### config.mk
export PLATFORM = sky130hd
export DESIGN_NAME = aes_dec_arbiter_flat
export DESIGN_NICKNAME = d
export VERILOG_FILES = /design/src/rtl/aes_dec_arbiter_pkg.sv /design/src/rtl/aes_dec_arbiter_if.sv /design/src/rtl/aes_dec_arbiter_rr_arb2.sv /design/src/rtl/aes_dec_arbiter.sv /design/src/flat_wrapper.sv
export SDC_FILE = /design/constraint.sdc
export NUM_CORES = 1
export LEC_CHECK = 0
export CORE_AREA = 2 2 399 401
export CTS_CLUSTER_DIAMETER = 120
export DETAILED_ROUTE_END_ITERATION = 12
export DIE_AREA = 0 0 401 403
export PLACE_DENSITY_LB_ADDON = 0.25
export RECOVER_POWER = 100
export SLEW_MARGIN = 25
export SYNTH_ARGS = -nofsm -noshare
export SYNTH_HDL_FRONTEND = slang
export SYNTH_SLANG_ARGS = --single-unit
### constraint.sdc
create_clock -name clk -period 25.7 [get_ports clk]
set_clock_uncertainty 0.15 [all_clocks]
set_input_delay 3.855 -clock clk [delete_from_list [all_inputs] [get_ports clk]]
set_output_delay 3.855 -clock clk [all_outputs]
set_load 0.01 [all_outputs]
### src/rtl/aes_dec_arbiter_pkg.sv
// -----------------------------------------------------------------------------
// aes_dec_pkg : shared types for the AES-128 decryption-core arbiter.
//   AES_BLOCK_W  - width of ciphertext / key / plaintext blocks
//   arb_state_t  - sequencer states (IDLE, LAUNCH, BUSY, RESP)
//   req_id_t     - requester tag, 0 = A, 1 = B
//   arb_req_t    - latched operand bundle handed to the core
// -----------------------------------------------------------------------------
package aes_dec_pkg;

   localparam int AES_BLOCK_W = 128;

   typedef enum logic [1:0] {
      IDLE   = 2'd0,
      LAUNCH = 2'd1,
      BUSY   = 2'd2,
      RESP   = 2'd3
   } arb_state_t;

   typedef logic req_id_t;

   localparam req_id_t REQ_A = 1'b0;
   localparam req_id_t REQ_B = 1'b1;

   typedef struct packed {
      logic [AES_BLOCK_W-1:0] ciphertext;
      logic [AES_BLOCK_W-1:0] key;
      req_id_t                id;
   } arb_req_t;

endpackage

### src/rtl/aes_dec_arbiter_if.sv
// -----------------------------------------------------------------------------
// aes_dec_arbiter_if : bundle of the arbiter's request, core and response
// signals.
//   slave  - arbiter side (accepts requests, drives the core, returns results)
//   master - environment side (requesters, decryption core, response consumer)
// -----------------------------------------------------------------------------
interface aes_dec_arbiter_if;
   import aes_dec_pkg::*;

   // requester A
   logic                   a_valid;
   logic                   a_ready;
   logic [AES_BLOCK_W-1:0] a_ciphertext;
   logic [AES_BLOCK_W-1:0] a_key;
   // requester B
   logic                   b_valid;
   logic                   b_ready;
   logic [AES_BLOCK_W-1:0] b_ciphertext;
   logic [AES_BLOCK_W-1:0] b_key;
   // decryption core
   logic                   core_start;
   logic [AES_BLOCK_W-1:0] core_ciphertext;
   logic [AES_BLOCK_W-1:0] core_key;
   logic [AES_BLOCK_W-1:0] core_plaintext;
   logic                   core_done;
   // response channel
   logic                   rsp_valid;
   logic                   rsp_ready;
   req_id_t                rsp_id;
   logic [AES_BLOCK_W-1:0] rsp_plaintext;
   logic                   rsp_err;

   modport slave (
      input  a_valid, a_ciphertext, a_key,
      input  b_valid, b_ciphertext, b_key,
      input  core_plaintext, core_done, rsp_ready,
      output a_ready, b_ready, core_start, core_ciphertext, core_key,
      output rsp_valid, rsp_id, rsp_plaintext, rsp_err
   );

   modport master (
      output a_valid, a_ciphertext, a_key,
      output b_valid, b_ciphertext, b_key,
      output core_plaintext, core_done, rsp_ready,
      input  a_ready, b_ready, core_start, core_ciphertext, core_key,
      input  rsp_valid, rsp_id, rsp_plaintext, rsp_err
   );

endinterface

### src/rtl/aes_dec_arbiter_rr_arb2.sv
// -----------------------------------------------------------------------------
// rr_arb2 : two-input round-robin grant.
//   clk, reset - clock, async active-high reset (pointer resets to favour A)
//   req[1:0]   - request vector, bit 0 = A, bit 1 = B
//   upd        - pointer update strobe (one cycle)
//   upd_id     - requester just served; the other one is favoured next
//   gnt[1:0]   - one-hot (or zero) grant, purely combinational from req
// -----------------------------------------------------------------------------
module rr_arb2
   import aes_dec_pkg::*;
(
   input  logic       clk,
   input  logic       reset,
   input  logic [1:0] req,
   input  logic       upd,
   input  req_id_t    upd_id,
   output logic [1:0] gnt
);

   // index of the requester that wins a tie
   logic prio;

   always_ff @(posedge clk or posedge reset) begin
      if (reset)    prio <= REQ_A;
      else if (upd) prio <= ~upd_id;
   end

   always_comb begin
      gnt = req;
      if (req == 2'b11) begin
         gnt       = 2'b00;
         gnt[prio] = 1'b1;
      end
   end

endmodule

### src/rtl/aes_dec_arbiter.sv
// -----------------------------------------------------------------------------
// aes_dec_arbiter : shares one AES-128 decryption core between requesters
// A and B. Accepts a ciphertext/key pair, launches the core with a one-cycle
// start, waits for done and returns the tagged plaintext.
//   clk, reset - clock, async active-high reset
//   bus        - aes_dec_arbiter_if.slave: request A/B, core, response
//   TIMEOUT    - max BUSY cycles before an error response
// Optional feature macro: AES_ARB_TIMEOUT_EN (enables the BUSY watchdog;
// without it rsp_err is tied low and BUSY waits for done indefinitely).
// -----------------------------------------------------------------------------
module aes_dec_arbiter
   import aes_dec_pkg::*;
#(
   parameter int TIMEOUT = 64
) (
   input logic        clk,
   input logic        reset,
   aes_dec_arbiter_if.slave bus
);

   localparam logic [1:0] ST_IDLE   = IDLE;
   localparam logic [1:0] ST_LAUNCH = LAUNCH;
   localparam logic [1:0] ST_BUSY   = BUSY;
   localparam logic [1:0] ST_RESP   = RESP;

   logic [1:0]             state;
   logic [1:0]             gnt;
   logic                   acc_a, acc_b;
   logic                   rsp_hs;
   logic                   tmo;
   arb_req_t               req_q;
   logic [AES_BLOCK_W-1:0] pt_q;

   rr_arb2 u_arb (
      .clk    (clk),
      .reset  (reset),
      .req    ({bus.b_valid, bus.a_valid}),
      .upd    (rsp_hs),
      .upd_id (req_q.id),
      .gnt    (gnt)
   );

   // ready is only offered in IDLE, so the RESP handshake cycle never accepts
   assign acc_a  = (state == ST_IDLE) & gnt[0];
   assign acc_b  = (state == ST_IDLE) & gnt[1];
   assign rsp_hs = (state == ST_RESP) & bus.rsp_ready;

`ifdef AES_ARB_TIMEOUT_EN
   localparam int CNT_W = $clog2(TIMEOUT + 1);

   logic [CNT_W-1:0] cnt;
   logic             err_q;

   always_ff @(posedge clk or posedge reset) begin
      if (reset)                    cnt <= '0;
      else if (state == ST_LAUNCH)  cnt <= '0;
      else if (state == ST_BUSY)    cnt <= cnt + CNT_W'(1);
   end

   // fires in the BUSY cycle whose increment would reach TIMEOUT;
   // a done in that same cycle takes precedence in the FSM
   assign tmo = (state == ST_BUSY) && (cnt == CNT_W'(TIMEOUT - 1));

   always_ff @(posedge clk or posedge reset) begin
      if (reset) err_q <= 1'b0;
      else if (state == ST_BUSY) begin
         if (bus.core_done) err_q <= 1'b0;
         else if (tmo)      err_q <= 1'b1;
      end
   end

   assign bus.rsp_err = err_q;
`else
   localparam int timeout_unused = TIMEOUT;

   assign tmo         = 1'b0;
   assign bus.rsp_err = 1'b0;
`endif

   always_ff @(posedge clk or posedge reset) begin
      if (reset) begin
         state <= ST_IDLE;
         req_q <= '0;
         pt_q  <= '0;
      end else begin
         case (state)
            ST_IDLE: begin
               if (acc_b) begin
                  req_q <= '{ciphertext: bus.b_ciphertext, key: bus.b_key, id: REQ_B};
                  state <= ST_LAUNCH;
               end else if (acc_a) begin
                  req_q <= '{ciphertext: bus.a_ciphertext, key: bus.a_key, id: REQ_A};
                  state <= ST_LAUNCH;
               end
            end
            // done here belongs to nothing we launched; drop it
            ST_LAUNCH: state <= ST_BUSY;
            ST_BUSY: begin
               if (bus.core_done) begin
                  pt_q  <= bus.core_plaintext;
                  state <= ST_RESP;
               end else if (tmo) begin
                  pt_q  <= '0;
                  state <= ST_RESP;
               end
            end
            ST_RESP: begin
               if (bus.rsp_ready) state <= ST_IDLE;
            end
            default: state <= ST_IDLE;
         endcase
      end
   end

   assign bus.a_ready         = acc_a;
   assign bus.b_ready         = acc_b;
   assign bus.core_start      = (state == ST_LAUNCH);
   assign bus.core_ciphertext = req_q.ciphertext;
   assign bus.core_key        = req_q.key;
   assign bus.rsp_valid       = (state == ST_RESP);
   assign bus.rsp_id          = req_q.id;
   assign bus.rsp_plaintext   = pt_q;

endmodule
### src/flat_wrapper.sv
// flat-port wrapper written by rule: the top's interface ports become plain ports
module aes_dec_arbiter_flat import aes_dec_pkg::*;
#(
   parameter int TIMEOUT = 64
)
  (clk, reset, bus_a_valid, bus_a_ciphertext, bus_a_key, bus_b_valid, bus_b_ciphertext, bus_b_key, bus_core_plaintext, bus_core_done, bus_rsp_ready, bus_a_ready, bus_b_ready, bus_core_start, bus_core_ciphertext, bus_core_key, bus_rsp_valid, bus_rsp_id, bus_rsp_plaintext, bus_rsp_err);
  aes_dec_arbiter_if bus_i ();
  input logic clk;
  input logic reset;
  input wire logic [$bits(bus_i.a_valid)-1:0] bus_a_valid;
  input wire logic [$bits(bus_i.a_ciphertext)-1:0] bus_a_ciphertext;
  input wire logic [$bits(bus_i.a_key)-1:0] bus_a_key;
  input wire logic [$bits(bus_i.b_valid)-1:0] bus_b_valid;
  input wire logic [$bits(bus_i.b_ciphertext)-1:0] bus_b_ciphertext;
  input wire logic [$bits(bus_i.b_key)-1:0] bus_b_key;
  input wire logic [$bits(bus_i.core_plaintext)-1:0] bus_core_plaintext;
  input wire logic [$bits(bus_i.core_done)-1:0] bus_core_done;
  input wire logic [$bits(bus_i.rsp_ready)-1:0] bus_rsp_ready;
  output wire logic [$bits(bus_i.a_ready)-1:0] bus_a_ready;
  output wire logic [$bits(bus_i.b_ready)-1:0] bus_b_ready;
  output wire logic [$bits(bus_i.core_start)-1:0] bus_core_start;
  output wire logic [$bits(bus_i.core_ciphertext)-1:0] bus_core_ciphertext;
  output wire logic [$bits(bus_i.core_key)-1:0] bus_core_key;
  output wire logic [$bits(bus_i.rsp_valid)-1:0] bus_rsp_valid;
  output wire logic [$bits(bus_i.rsp_id)-1:0] bus_rsp_id;
  output wire logic [$bits(bus_i.rsp_plaintext)-1:0] bus_rsp_plaintext;
  output wire logic [$bits(bus_i.rsp_err)-1:0] bus_rsp_err;
  assign bus_i.a_valid = bus_a_valid;
  assign bus_i.a_ciphertext = bus_a_ciphertext;
  assign bus_i.a_key = bus_a_key;
  assign bus_i.b_valid = bus_b_valid;
  assign bus_i.b_ciphertext = bus_b_ciphertext;
  assign bus_i.b_key = bus_b_key;
  assign bus_i.core_plaintext = bus_core_plaintext;
  assign bus_i.core_done = bus_core_done;
  assign bus_i.rsp_ready = bus_rsp_ready;
  assign bus_a_ready = bus_i.a_ready;
  assign bus_b_ready = bus_i.b_ready;
  assign bus_core_start = bus_i.core_start;
  assign bus_core_ciphertext = bus_i.core_ciphertext;
  assign bus_core_key = bus_i.core_key;
  assign bus_rsp_valid = bus_i.rsp_valid;
  assign bus_rsp_id = bus_i.rsp_id;
  assign bus_rsp_plaintext = bus_i.rsp_plaintext;
  assign bus_rsp_err = bus_i.rsp_err;
  aes_dec_arbiter #(.TIMEOUT(TIMEOUT)) u_core (.clk(clk), .reset(reset), .bus(bus_i));
endmodule
# Word level (Yosys, flattened, before mapping)
# Index checks and enable logic that the tools add are counted.
dict set report totals {
  register_bits 388
  out_inout_bits 390
  wordCells 35
}
dict set report op_classes {
  n_lt_le_gt_ge 2
  n_eq_ne 7
  muxes 10
  bitwise 4
  reduce_logical 6
}
# cell count
set op_table {}
lappend op_table {{$mux W257} 2}
lappend op_table {{$mux W2} 5}
lappend op_table {{$pmux W2 S4} 1}
lappend op_table {{$eq A2 B2 Y1 const B} 3}
lappend op_table {{$ne A2 B2 Y1 const B} 2}
lappend op_table {{$reduce_and A2 Y1} 2}
lappend op_table {{$and A1 B1 Y1} 3}
lappend op_table {{$ne A3 B3 Y1 const B} 1}
lappend op_table {{$reduce_and A3 Y1} 1}
lappend op_table {{$eq A2 B1 Y1 const B} 1}
lappend op_table {{$logic_not A2 Y1} 1}
lappend op_table {{$lt A1 B2 Y1 const B} 1}
lappend op_table {{$reduce_bool A2 Y1} 1}
lappend op_table {{$demux W1 S1} 1}
lappend op_table {{$ge A1 B1 Y1 const B} 1}
lappend op_table {{$logic_and A1 B1 Y1} 1}
lappend op_table {{$mux W1} 1}
lappend op_table {{$not A1 Y1} 1}

# Depth between registers and ports, before layout
dict set report depth {
  depth_word 9
  ltp_mapped 7
  ltp_nobuf 5
}

# Hierarchy
# A second synthesis with hierarchy kept.
dict set report unflattened {
  cells_unflattened 1409
  hier_area_um2 18605.3
}
# module n_inst cells_each area_each_um2 seq_area_each_um2
set modules_own_cells {}
lappend modules_own_cells {aes_dec_arbiter 1 1402 18549.0 9684.3}
lappend modules_own_cells {rr_arb2 1 7 56.3 25.0}

# Worst setup path after synthesis
# Ideal clock, no wire load.
dict set report synth_path {
  path_type {input to output}
  start {input bus_b_valid}
  end {output bus_b_ready}
  t_arrival_ps 4403
  required_ps 21695
  path_slack_ps 17292
  path_stages 3
  path_buffers 1
  cell_sequence {nand2_1 a21oi_2 clkbuf_1}
}
dict set report synth_between {
  elab_chain_cells 3
}
# item line_no
set synth_lines {}
lappend synth_lines {{start: declaration} flat_wrapper.sv:13} ;# input wire logic [$bits(bus_i.b_valid)-1:0] bus_b_valid;
lappend synth_lines {{$eq A2 B2 Y1} aes_dec_arbiter_rr_arb2.sv:30} ;# if (req == 2'b11) begin
lappend synth_lines {{$mux W2 *} aes_dec_arbiter_rr_arb2.sv:30}
lappend synth_lines {{$and A1 B1 Y1 *} aes_dec_arbiter.sv:45} ;# assign acc_b = (state == ST_IDLE) & gnt[1];
lappend synth_lines {{end: declaration} flat_wrapper.sv:20} ;# output wire logic [$bits(bus_i.b_ready)-1:0] bus_b_ready;
# Every way passes the cells marked *; elsewhere a longest branch is shown, timed or not.

==> results.cfg <==
[floorplanning]
die_area_mm2 = 0.162
die_y_um = 403
coreArea_mm2 = 0.157
ioPinCount = 1036
rows = 146
die_x_um = 401
initial_core_util_pct = 10.2

[timing]
worst_hold_slack_ps = 346
period_needed_ps = 14500
tns_ps = 0
slew_headroom_pct = -408
finalSetupViolCount = 0
hold_viol = 0
worst_slack_ps = 11200
fin_crit_sh_pct = 56.4
fmax_ghz = 0.0690
rsz0062_at_grt = no
drv_slew = 757
tightest_slew_ps = 7620

[synth]
ys_types = 21
seq_area_frac_synth_pct = 60.5
synth-compound-area-share_pct = 16.4
synth_nets = 1805
synth_warnings = 0
synth-xor-area-share_pct = 0
synthTopCellsByArea = dfrtp_1 60%, a221o_1 16%, and2_0 9.6%, mux2_2 9.0%, buf_2 2.5%
synth_top_area_share_pct = 60.5
synth_area_mm2 = 0.0161
ys_async_sr_fraction_pct = 100
yosys.area_share.adder_pct = 0.390
synth_cells = 1154
syn_area_per_cell_um2 = 13.9
synth-edff-count = 0
synth_top_family_by_area = compound AO/OA/AOI/OAI gates
synth_simple_gate_area_share_pct = 10.1
synth_largest_area_cell = dfrtp_1
ys_seq_elements = 388
synth_flop_cell = dfrtp_1
synthMuxAreaShare_pct = 9.05

[detailed_routing]
firstDrtPassIters = 5
wl_met1_um = 37200
routed_via_density = 3.29
drcViolationCount = 0
drt_wl_total_um = 93100
antenna_left = 0
top_layer = met5
wl_met3_um = 5730
wl_met2_um = 48500
initialDrtViolationCount = 587
vias = 14100
wl_per_cell_um = 21.8

[layout]
mostFrequentLayoutCell = clkdlybuf4s50_1
nets = 2810
area_growth_pct = 88.1
layout-drive-gt1-share_pct = 9.79
post-route-util_pct = 19.2
layout_common_cells = 642 x clkdlybuf4s50_1, 392 x dlygate4sd3_1, 388 x dfrtp_1, 256 x a221o_1, 247 x and2_0

[clock_network]
root_buffer = clkbuf_16
h-tree-depth = 2
cts_hold_buf = 0
cts_sinks = 388
cts_buffers = 52
clk_pin_slew_worst_paths_ps = 60
cts_tree = yes
cts_buffer_depth = 3
insertion_delay_ps = 610
post_cts_buffers = 0
cts_resized = 0

[critical_path]
reg2reg_from = u_core.state[1]
cp.arrival_ps = 14170
path_class = input pin to asynchronous set/reset pin
r2r_cells = 7
critPathMaxFanout = 91
startpoint = reset
r2r_end = u_core.bus.core_ciphertext[1]
rrSetupSlack_ps = 15820
cp-start-kind = input pin
worstSetupEndpointType = asynchronous set/reset pin
cp.required_ps = 25370

[run]
max_cap_violations = 12

[global_route]
grt_pass1_vias = 15300
grt_overflow = 0
grt_start_max_net_pins = 138
grt_pass1_wl_um = 127000
antenna_found_initial = 15
grtUsageTotal_pct = 11.0

[placed_design]
gp_congestion = 0.771
portBuffers = 1034
hpwl_um = 70900
pre_cts_slack_ps = 15820

[pwr]
power.density_mw_per_mm2 = 113
ir_drop_v = 0.0000445
power_leakage_nw = 12.0

[worst_hold_path]
min_to = u_core.bus.rsp_plaintext[42]
min_from = u_core.bus.rsp_plaintext[42]
hold_depth = 1
hp-class = flop to flop

[run_status]
failed_checks = max-capacitance violations, max-slew violations
status = complete, but fails checks
[Yosys cell counts (2+ instances only)]
master / n
a21oi_2: 2
a221o_1: 256
and2_0: 247
and2_1: 9
buf_2: 80
buf_4: 2
buf_6: 10
clkbuf_1: 7
dfrtp_1: 388
ha_1: 5
inv_1: 6
mux2_2: 129
nand2_1: 5
[final cells by class]
cell class / instances / area (um^2)
multi-input cells: 661 / 5780
repair buffers: 1050 / 10500
flip-flops and latches: 388 / 9710
inverters: 6 / 23.8
clock buffers: 81 / 1570
fillers: 17300 / 127000
well taps: 2072 / 2590
diodes: 7 / 17.5
clock inverters: 10 / 63.8
[flip-flops by register name (all words and copies together), names as in the netlist]
name and cells:
u_core.bus.core_key 128, u_core.bus.rsp_plaintext 128, u_core.bus.rsp_id 1, u_core.state 2, u_core.bus.core_ciphertext 128, u_core.u_arb.prio 1
[through the flow]
step	power [mW]	area, um^2	instances
6_report	3.41	30200	4275
4_1_cts	3.61	30300	4268
3_5_place_dp	2.84	28600	4177
2_1_floorplan	1.79	16100	1154
5_1_grt	3.63	30200	4270
3_3_place_gp	2.86	28600	4177
[metal layers]
metal  up-vias  global-route usage, %
met5         -                      0
met4        10                   2.46
met3        90                   2.92
met2       542                   19.9
met1      7051                   12.8
li1       6366                      -
[critical path, stage by stage]
cell and delay [ps]:
dlygate4sd3_1 540, clkinvlp_2 2520, clkbuf_1 2500, clkbuf_1 1650
clkbuf_1 2840
[kinds of logic after synthesis]
logic type               Yosys count
flip-flops                       388
adder cells (fa/ha/maj)            5
AO/OA/AOI/OAI                    264
multiplexers                     129
other                              1
AND/OR/NAND/NOR                  262
buffers and inverters            105
[worst max path at each step]
stage | end | slack [ps] | cells after the start
global route | u_core.bus.rsp_plaintext[72] | 8990 | 5
finish | u_core.bus.rsp_plaintext[21] | 11200 | 5
floorplan | u_core.bus.core_ciphertext[0] | 10910 | 1
global placement | bus_a_ready | 15760 | 4
CTS | bus_a_ready | 15810 | 4
detailed placement | bus_a_ready | 15820 | 4
[power by group]
| part | leakage [nW] | switching, mW | internal, mW |
|---|---|---|---|
| clock | 0.807 | 0.304 | 0.416 |
| combinational | 6.45 | 0.755 | 0.850 |
| sequential | 4.74 | 0.168 | 0.915 |
Note: power is estimated with default switching activity, not from simulation.
